`config.mk`:
```
export PLATFORM = sky130hd
export DESIGN_NAME = mmio_port_responder_flat
export DESIGN_NICKNAME = d
export VERILOG_FILES = /design/src/rtl/mmio_port_responder_if.sv /design/src/rtl/mmio_port_responder.sv /design/src/flat_wrapper.sv
export SDC_FILE = /design/constraint.sdc
export NUM_CORES = 1
export LEC_CHECK = 0
export BUFFER_PORTS_ARGS = -buffer_cell sky130_fd_sc_hd__buf_2
export CORE_UTILIZATION = 31
export CTS_BUF_LIST = sky130_fd_sc_hd__clkbuf_2
export DETAILED_ROUTE_END_ITERATION = 8
export PLACE_DENSITY = 0.61
export SLEW_MARGIN = 15
export SYNTH_ARGS = -nofsm -noshare
export SYNTH_HDL_FRONTEND = slang
export SYNTH_SLANG_ARGS = --single-unit
```
`constraint.sdc`:
```
create_clock -name clk -period 3.5 [get_ports clk]
set_input_delay 0.35 -clock clk [delete_from_list [all_inputs] [get_ports clk]]
set_output_delay 0.35 -clock clk [all_outputs]
set_load 0.01 [all_outputs]
```
`src/rtl/mmio_port_responder_if.sv`:
```
// Load/store request and response signals between the core and the MMIO port responder.
interface mmio_port_responder_if;
    logic        req_valid;
    logic        req_write;
    logic [31:0] req_addr;
    logic [31:0] req_wdata;
    logic        req_ready;
    logic        rsp_valid;
    logic [31:0] rsp_rdata;
    logic        rsp_err;

    modport master (
        output req_valid, req_write, req_addr, req_wdata,
        input  req_ready, rsp_valid, rsp_rdata, rsp_err
    );

    modport slave (
        input  req_valid, req_write, req_addr, req_wdata,
        output req_ready, rsp_valid, rsp_rdata, rsp_err
    );
endinterface

```
`src/rtl/mmio_port_responder.sv`:
```
// MMIO responder owning the output port, synchronised input pins, sticky edge flags and irq.
// Define MMIO_FALLING_EDGE_EN to also flag falling edges in EDGE_FLAGS[2*PORT_WIDTH-1:PORT_WIDTH].
module mmio_port_responder #(
    parameter int unsigned PORT_WIDTH  = 8,
    parameter int unsigned WAIT_CYCLES = 1,
    parameter logic [31:0] BASE_ADDR   = 32'h1000_0000
) (
    input  logic                  clk,
    input  logic                  reset,
    mmio_port_responder_if.slave  bus,
    input  logic [PORT_WIDTH-1:0] port_in,
    output logic [PORT_WIDTH-1:0] port_out,
    output logic                  irq
);

    typedef enum logic [1:0] {StIdle, StWait, StResp} state_e;

    localparam logic [3:0] WaitInit = (WAIT_CYCLES == 0) ? 4'd0 : 4'(WAIT_CYCLES - 1);

    state_e                state_q, state_d;
    logic [3:0]            cnt_q, cnt_d;
    logic [1:0]            off_q;
    logic                  write_q, err_q;
    logic [31:0]           rdata_q;
    logic                  rsp_err_q;
    logic [PORT_WIDTH-1:0] port_out_q, mask_q;
    logic [PORT_WIDTH-1:0] sync1_q, sync_q, prev_q;
    logic [PORT_WIDTH-1:0] rise_q, rise_d, rise;
    logic [PORT_WIDTH-1:0] fall_q, fall_d, fall;
    logic                  irq_q;

    logic                  accept, req_err, wr_ok, w1c, resp_enter;
    logic [1:0]            cur_off;
    logic                  cur_write, cur_err;
    logic [31:0]           rd;

    assign accept  = bus.req_valid & (state_q == StIdle);
    assign req_err = (bus.req_addr[31:4] != BASE_ADDR[31:4]) | (bus.req_addr[1:0] != 2'b00);
    assign wr_ok   = accept & bus.req_write & ~req_err;
    assign w1c     = wr_ok & (bus.req_addr[3:2] == 2'd2);

    // With zero wait states RESP is entered on the accept edge, so decode straight from the bus.
    assign cur_off    = (state_q == StIdle) ? bus.req_addr[3:2] : off_q;
    assign cur_write  = (state_q == StIdle) ? bus.req_write : write_q;
    assign cur_err    = (state_q == StIdle) ? req_err : err_q;
    assign resp_enter = (state_d == StResp) & (state_q != StResp);

    assign rise = sync_q & ~prev_q;

`ifdef MMIO_FALLING_EDGE_EN
    logic unused_wdata;
    assign unused_wdata = ^bus.req_wdata[31:2*PORT_WIDTH];
    assign fall   = ~sync_q & prev_q;
    assign fall_d = (fall_q & ~(w1c ? bus.req_wdata[2*PORT_WIDTH-1:PORT_WIDTH] : '0)) | fall;
`else
    logic unused_wdata;
    assign unused_wdata = ^bus.req_wdata[31:PORT_WIDTH];
    assign fall   = '0;
    assign fall_d = '0;
`endif

    // Set wins over a same-cycle write-1-to-clear.
    assign rise_d = (rise_q & ~(w1c ? bus.req_wdata[PORT_WIDTH-1:0] : '0)) | rise;

    always_comb begin
        rd = '0;
        case (cur_off)
            2'd0: rd[PORT_WIDTH-1:0] = port_out_q;
            2'd1: rd[PORT_WIDTH-1:0] = sync_q;
            2'd2: begin
                rd[PORT_WIDTH-1:0] = rise_q;
`ifdef MMIO_FALLING_EDGE_EN
                rd[2*PORT_WIDTH-1:PORT_WIDTH] = fall_q;
`endif
            end
            default: rd[PORT_WIDTH-1:0] = mask_q;
        endcase
    end

    always_comb begin
        state_d = state_q;
        cnt_d   = cnt_q;
        case (state_q)
            StIdle: begin
                if (accept) begin
                    if (WAIT_CYCLES == 0) begin
                        state_d = StResp;
                    end else begin
                        state_d = StWait;
                        cnt_d   = WaitInit;
                    end
                end
            end
            StWait: begin
                if (cnt_q == 4'd0) state_d = StResp;
                else               cnt_d   = cnt_q - 4'd1;
            end
            StResp:  state_d = StIdle;
            default: state_d = StIdle;
        endcase
    end

    always_ff @(posedge clk or negedge reset) begin
        if (!reset) begin
            state_q    <= StIdle;
            cnt_q      <= '0;
            off_q      <= '0;
            write_q    <= 1'b0;
            err_q      <= 1'b0;
            rdata_q    <= '0;
            rsp_err_q  <= 1'b0;
            port_out_q <= '0;
            mask_q     <= '0;
            sync1_q    <= '0;
            sync_q     <= '0;
            prev_q     <= '0;
            rise_q     <= '0;
            fall_q     <= '0;
            irq_q      <= 1'b0;
        end else begin
            state_q <= state_d;
            cnt_q   <= cnt_d;
            sync1_q <= port_in;
            sync_q  <= sync1_q;
            prev_q  <= sync_q;
            rise_q  <= rise_d;
            fall_q  <= fall_d;
            irq_q   <= |((rise_q | fall_q) & mask_q);
            if (accept) begin
                off_q   <= bus.req_addr[3:2];
                write_q <= bus.req_write;
                err_q   <= req_err;
            end
            if (wr_ok && bus.req_addr[3:2] == 2'd0) port_out_q <= bus.req_wdata[PORT_WIDTH-1:0];
            if (wr_ok && bus.req_addr[3:2] == 2'd3) mask_q     <= bus.req_wdata[PORT_WIDTH-1:0];
            if (resp_enter) begin
                rdata_q   <= (cur_write | cur_err) ? 32'd0 : rd;
                rsp_err_q <= cur_err;
            end else if (state_q == StResp) begin
                rdata_q   <= '0;
                rsp_err_q <= 1'b0;
            end
        end
    end

    assign bus.req_ready = (state_q == StIdle);
    assign bus.rsp_valid = (state_q == StResp);
    assign bus.rsp_rdata = rdata_q;
    assign bus.rsp_err   = rsp_err_q;
    assign port_out      = port_out_q;
    assign irq           = irq_q;

endmodule
```
`src/flat_wrapper.sv`:
```
// flat-port wrapper written by rule: the top's interface ports become plain ports
module mmio_port_responder_flat 
#(
    parameter int unsigned PORT_WIDTH  = 8,
    parameter int unsigned WAIT_CYCLES = 1,
    parameter logic [31:0] BASE_ADDR   = 32'h1000_0000
)
  (clk, reset, port_in, port_out, irq, bus_req_valid, bus_req_write, bus_req_addr, bus_req_wdata, bus_req_ready, bus_rsp_valid, bus_rsp_rdata, bus_rsp_err);
  mmio_port_responder_if bus_i ();
  input  logic clk;
  input  logic reset;
  input  logic [PORT_WIDTH-1:0] port_in;
  output logic [PORT_WIDTH-1:0] port_out;
  output logic irq;
  input wire logic [$bits(bus_i.req_valid)-1:0] bus_req_valid;
  input wire logic [$bits(bus_i.req_write)-1:0] bus_req_write;
  input wire logic [$bits(bus_i.req_addr)-1:0] bus_req_addr;
  input wire logic [$bits(bus_i.req_wdata)-1:0] bus_req_wdata;
  output wire logic [$bits(bus_i.req_ready)-1:0] bus_req_ready;
  output wire logic [$bits(bus_i.rsp_valid)-1:0] bus_rsp_valid;
  output wire logic [$bits(bus_i.rsp_rdata)-1:0] bus_rsp_rdata;
  output wire logic [$bits(bus_i.rsp_err)-1:0] bus_rsp_err;
  assign bus_i.req_valid = bus_req_valid;
  assign bus_i.req_write = bus_req_write;
  assign bus_i.req_addr = bus_req_addr;
  assign bus_i.req_wdata = bus_req_wdata;
  assign bus_req_ready = bus_i.req_ready;
  assign bus_rsp_valid = bus_i.rsp_valid;
  assign bus_rsp_rdata = bus_i.rsp_rdata;
  assign bus_rsp_err = bus_i.rsp_err;
  mmio_port_responder #(.PORT_WIDTH(PORT_WIDTH), .WAIT_CYCLES(WAIT_CYCLES), .BASE_ADDR(BASE_ADDR)) u_core (.clk(clk), .reset(reset), .bus(bus_i), .port_in(port_in), .port_out(port_out), .irq(irq));
endmodule
```
; ---- Word level (Yosys, flattened, before mapping)
; Cells that the tools add are included.
[word_totals]
reg_bits = 92
inputBits = 76
wordCells = 67
[op_classes]
add_sub_neg = 1
eq_ne = 11
n_mux = 16
bitwise_logic = 14
n_reduce_logical = 11
[ops]
columns = op, n
row1 = 32-bit two-way mux, 2
row2 = "28-bit by 25-bit inequality test with 1-bit output, second input constant", 1
row3 = 8-bit AND, 3
row4 = 8-bit case mux with 3 select lines, 1
row5 = 8-bit two-way mux, 2
row6 = 8-bit inverter, 2
row7 = "2-bit == test, second input constant", 5
row8 = 4-bit two-way mux, 2
row9 = 8-bit OR, 1
row10 = 4-bit case mux with 2 select lines, 1
row11 = 8-bit OR reduction, 1
row12 = 2-bit logical NOT, 3
row13 = 2-bit two-way mux, 3
row14 = 2-bit nonzero test, 3
row15 = 1-bit AND, 5
row16 = "2-bit by 1-bit == test with 1-bit output, second input constant", 2
row17 = 4-bit logical NOT, 1
row18 = 1-bit two-way mux, 4
row19 = "2-bit inequality test, second input constant", 2
row20 = 2-bit case mux with 2 select lines, 1
row21 = "4-bit by 1-bit subtractor with 4-bit output, second input constant", 1
row22 = 3-bit AND reduction, 1
row23 = 1-bit logical AND, 2
row24 = "2-bit by 1-bit inequality test with 1-bit output, second input constant", 1
row25 = other kinds (2), 3

; ---- Logic depth before layout (Yosys ltp)
[logic_depth]
ltp_word = 9
mapped_depth = 7
mapped_depth_nobuf = 6

; ---- Least setup slack after synthesis
; Ideal clock, no wire load.
[synth_path]
path_kind = input-to-reg
startpoint = in bus_req_addr[5]
endpoint = reg u_core.mask_q[0]
arrival_time_ns = 1.831
t_required_ns = 3.375
setup_slack_ns = 1.544
cell_stages = 5
n_path_buf = 1
path_cell_list = nor4_1 nand4_1 buf_6 nor4_4 mux2_2
[synth_between]
elab_chain_len = 5
[synth_rtl]
columns = element, line_no
row1 = "start, declared", flat_wrapper.sv:17  ; input wire logic [$bits(bus_i.req_addr)-1:0] bus_req_addr;
row2 = 28-bit by 25-bit inequality test with 1-bit output, mmio_port_responder.sv:38  ; assign req_err = (bus.req_addr[31:4] != BASE_ADDR[31:4]) | (bus.req_addr[1:0] != 2'b00);
row3 = 1-bit OR, mmio_port_responder.sv:38
row4 = 1-bit inverter, mmio_port_responder.sv:39  ; assign wr_ok = accept & bus.req_write & ~req_err;
row5 = 1-bit AND, mmio_port_responder.sv:39
row6 = 1-bit logical AND, mmio_port_responder.sv:135  ; if (wr_ok && bus.req_addr[3:2] == 2'd3) mask_q <= bus.req_wdata[PORT_WIDTH-1:0];
row7 = "end signal, assigned", mmio_port_responder.sv:135
row8 = "end, declared", mmio_port_responder.sv:26  ; logic [PORT_WIDTH-1:0] port_out_q, mask_q;
; No other way between the ends.
; A chain may end at the register's enable or synchronous reset.

; ---- Final worst setup path
[layout_path]
startpoint = reg u_core.cnt_q[0]
endpoint = reg u_core.rdata_q[1] (netlist: u_core.bus.rsp_rdata[1])
[layout_between]
elab_chain_len = 6
[layout_rtl]
columns = element, line_no
row1 = "start, declared", mmio_port_responder.sv:21  ; logic [3:0] cnt_q, cnt_d;
row2 = "start signal, assigned", mmio_port_responder.sv:122  ; cnt_q <= cnt_d;
row3 = 4-bit logical NOT *, mmio_port_responder.sv:95  ; if (cnt_q == 4'd0) state_d = StResp;
row4 = 2-bit two-way mux *, mmio_port_responder.sv:95
row5 = 2-bit case mux with 2 select lines *, mmio_port_responder.sv:83  ; case (state_q)
row6 = named net u_core.state_d[1], mmio_port_responder.sv:20  ; state_e state_q, state_d;
row7 = 2-bit == test *, mmio_port_responder.sv:46  ; assign resp_enter = (state_d == StResp) & (state_q != StResp);
row8 = 1-bit AND *, mmio_port_responder.sv:46
row9 = 32-bit two-way mux / 2-bit nonzero test (equally long branches), --
row10 = "end signal, assigned", mmio_port_responder.sv:137  ; rdata_q <= (cur_write | cur_err) ? 32'd0 : rd;
row11 = "end, declared", mmio_port_responder.sv:24  ; logic [31:0] rdata_q;
; Mark *: on every way through the listed nets, which the timed path passes. The rest lies on a longest branch.

==> results.py <==
metrics = {
    "outcome": {
        "status": "completed",
    },
    "placement": {
        "hpwlAfterDp_mm": 4.83,
        "gp_congestion": 0.802,
        "io_buffers": 71,
    },
    "route": {
        "postRouteAntennaNets": 0,
        "wl_per_cell_um": 14.7,
        "routed_wl_mm": 6.99,
        "via_count": 2229,
        "drtIter0Drc": 110,
        "route.detailed.drc": 0,
        "first_pass_iters": 4,
        "viasPerCell": 4.68,
    },
    "clocking": {
        "cts.sinks": 68,
        "cts_resized": 0,
        "path_clk_slew_ns": 0.19,
        "cts_tree": "done",
        "cts_buffers": 9,
        "htreeDepth": 3,
        "clk_path_buf_depth": 2,
        "cts-root-buf": "clkbuf_2",
        "clock_latency_ns": 0.50,
    },
    "setup_path": {
        "worstPathRequired_ns": 3.90,
        "slowest_delay_ns": 0.49,
        "cp_data_arrival_time_ns": 2.66,
        "crit_fanout": 8,
        "path_cells": "inv_1, ha_1, or3b_2, nor2_1, nand2_1, o32ai_1",
        "cp-end-kind": "flop",
        "cpMaxStageDelayCell": "or3b_2",
        "startpoint_type": "flop",
        "worst-setup-path-type": "reg -> reg",
    },
    "synthesis": {
        "netlist_top_cells_area": "dfrtp_1 57%, mux2_2 7.9%, buf_4 6.0%",
        "synthArstFlopShare_pct": 100,
        "yosys.area_share.simple_pct": 12.3,
        "synth_top_cell_area_share_pct": 57.0,
        "synth.cells.most_frequent": "68 x dfrtp_1, 24 x buf_4, 21 x mux2_2",
        "synthCells": 253,
        "synth.most_common_cell": "dfrtp_1",
        "yosys.cell_types.count": 35,
        "synth_top_family_by_area": "simple AND/OR/NAND/NOR gates",
        "synthFlopType": "dfrtp_1",
        "synth-xor-area-share_pct": 0.587,
        "avgSynthCellArea_um2": 11.8,
        "syn_area_um2": 2990,
        "synth_edf_count": 0,
        "synth-adder-area-share_pct": 0.838,
        "yosysTopAreaCell": "dfrtp_1",
        "seq_area_frac_synth_pct": 57.0,
        "synth.area.mux_share_pct": 8.59,
        "synth_seq_cells": 68,
        "synth_warnings": 0,
        "synth-compound-area-share_pct": 11.2,
    },
    "pwr": {
        "clockPowerShare_pct": 18.2,
        "p_leak_uw": 0.00175,
        "peakVddDrop_mv": 0.216,
        "pwr-share-seq_pct": 46.9,
        "p_int_uw": 1260,
        "p_total_uw": 2080,
        "comb_power_share_pct": 35.0,
        "powerDensity_nw_per_um2": 577,
        "p_sw_share_pct": 39.3,
        "switchingPower_uw": 816,
    },
    "floorplan": {
        "fp.dieW_um": 100,
        "rows": 35,
        "ios": 120,
        "core_um2": 9280,
        "start_util_pct": 32.2,
        "dieArea_um2": 10000,
        "die_height_um": 100,
    },
    "grt": {
        "grt_pass1_wl_mm": 11.3,
        "grt_pass1_vias": 2287,
        "overflow": 0,
        "antenna_found_initial": 0,
        "grt_start_max_net_pins": 69,
        "grt_usage_pct": 15.1,
    },
    "final_layout": {
        "post-route-util_pct": 38.8,
        "nets": 421,
        "layout-drive-gt1-share_pct": 34.6,
        "syn2layout_area_growth_pct": 20.6,
        "antenna_cells": 0,
    },
    "worst_hold_path": {
        "hp-class": "in -> reg",
    },
    "sta": {
        "rsz0062_at_grt": "false",
        "final_max_slew_viol_count": 0,
        "slew_headroom_pct": 43.2,
        "setup_viol": 0,
        "tightest_slew_ns": 0.852,
        "final.setup.tns_ns": 0,
        "min_period_over_period_pct": 64.7,
        "fin_crit_ns": 2.27,
        "clock.fmax_ghz": 0.441,
        "finalClockSkew_ns": 0.0176,
        "hold_violations": 0,
    },
    "job": {
        "drv_cap": 0,
    },
}
-- sequential cells by signal, summed over array words and instances (netlist names), 2 cells and up --
| name | cells |
|---|---|
| u_core.off_q | 2 |
| u_core.sync_q | 8 |
| u_core.bus.rsp_rdata | 8 |
| u_core.rise_q | 8 |
| u_core.state_q | 2 |
| u_core.port_out | 8 |
| u_core.mask_q | 8 |
| u_core.sync1_q | 8 |
| u_core.prev_q | 8 |
| u_core.cnt_q | 4 |
-- what timing repair did --
item	CTS	global route
hold buffers	9	0
setup buffers	0	0
endpoints found under the hold margin	32	0
-- logic make-up (layout without fill, tap and decap cells) --
group / count (synthesis) / after routing
adders and majority gates: 2 / 2
and+or+nand+nor: 60 / 60
buffers and inverters: 48 / 119
AOI/OAI and AO/OA: 49 / 49
DFF: 68 / 68
other: 1 / 24
xor gates and xnor gates: 2 / 2
muxes: 23 / 23
-- stage by stage --
| step | setup WS, ns | hold slack [ns] | cell area (um^2) | instances |
|---|---|---|---|---|
| final | 1.23 | 0.0518 | 3600 | 476 |
| after global routing | 1.08 | 0.0380 | 3600 | 476 |
| after CTS | 1.20 | 0.00533 | 3600 | 476 |
| after detailed placement | 1.23 | 0.335 | 3420 | 452 |
| after global placement | 1.27 | 0.332 | 3420 | 452 |
| after floorplan | 1.54 | 0.0544 | 3070 | 276 |
-- area by class of cell --
type | instances | area (um^2)
fillers | 954 | 5680
flip-flops and latches | 68 | 1700
multi-input cells | 160 | 1090
repair buffers | 86 | 490
well taps | 129 | 161
inverters | 18 | 67.6
clock buffers | 9 | 45.0
clock inverters | 6 | 42.5
-- layer usage --
metal	track usage [%]	routed length, um	vias to the layer above
met5	0	0	-
met4	7.69	136	0
met3	3.62	349	15
met2	24.5	3390	69
met1	18.7	3110	1098
li1	-	-	1047
-- power by group through the flow --
| stage | Combinational (uW) | Clock [uW] | Sequential [uW] |
|---|---|---|---|
| 2_1_floorplan | 454 | 0 | 993 |
| 3_3_place_gp | 700 | 0 | 988 |
| 3_5_place_dp | 721 | 0 | 990 |
| 4_1_cts | 732 | 395 | 975 |
| 5_1_grt | 801 | 418 | 991 |
| 6_report | 726 | 377 | 973 |
-- cells in the final DEF, fill, tap and decap left out, types with 3 or more instances in the layout --
cell	instances
buf_2	71
dfrtp_1	68
conb_1	24
mux2_2	21
inv_1	18
nand3_1	12
nand2_1	10
o21ai_0	10
clkbuf_2	9
dlygate4sd3_1	9
o31ai_1	8
and3_1	8
a211oi_1	8
o22ai_1	8
o32ai_1	8
nor2_1	7
nor4_1	6
buf_4	6
clkinvlp_4	5
nor2b_1	4
a22oi_1	4
nand4_1	3
-- final timing paths --
kind | startpoint | endpoint | slack [ns] | cells after the start
hold / removal | bus_req_valid | u_core.cnt_q[2]$_DFFE_PN0P_ | 0.05 | 2
setup reg to reg | u_core.cnt_q[0]$_DFFE_PN0P_ | u_core.bus.rsp_rdata[1]$_DFFE_PN0P_ | 1.23 | 6
hold reg to reg | u_core.sync1_q[2]$_DFF_PN0_ | u_core.sync_q[2]$_DFF_PN0_ | 0.37 | 0
setup / recovery | u_core.cnt_q[0]$_DFFE_PN0P_ | u_core.bus.rsp_rdata[1]$_DFFE_PN0P_ | 1.23 | 6
min in group asynchronous | reset | u_core.sync1_q[4]$_DFF_PN0_ | 0.53 | 3
max in group asynchronous | reset | u_core.bus.rsp_rdata[3]$_DFFE_PN0P_ | 2.41 | 3
-- critical path: cells and delay by family, from the launching register on --
family / cells / cell delay (ns)
AND/OR/NAND/NOR: 3 / 1.09
flip-flops: 1 / 0.44
buffers and inverters: 1 / 0.09
AO/OA/AOI/OAI: 1 / 0.39
adder cells (fa/ha/maj): 1 / 0.15
Power figures use the tool's default switching activity.
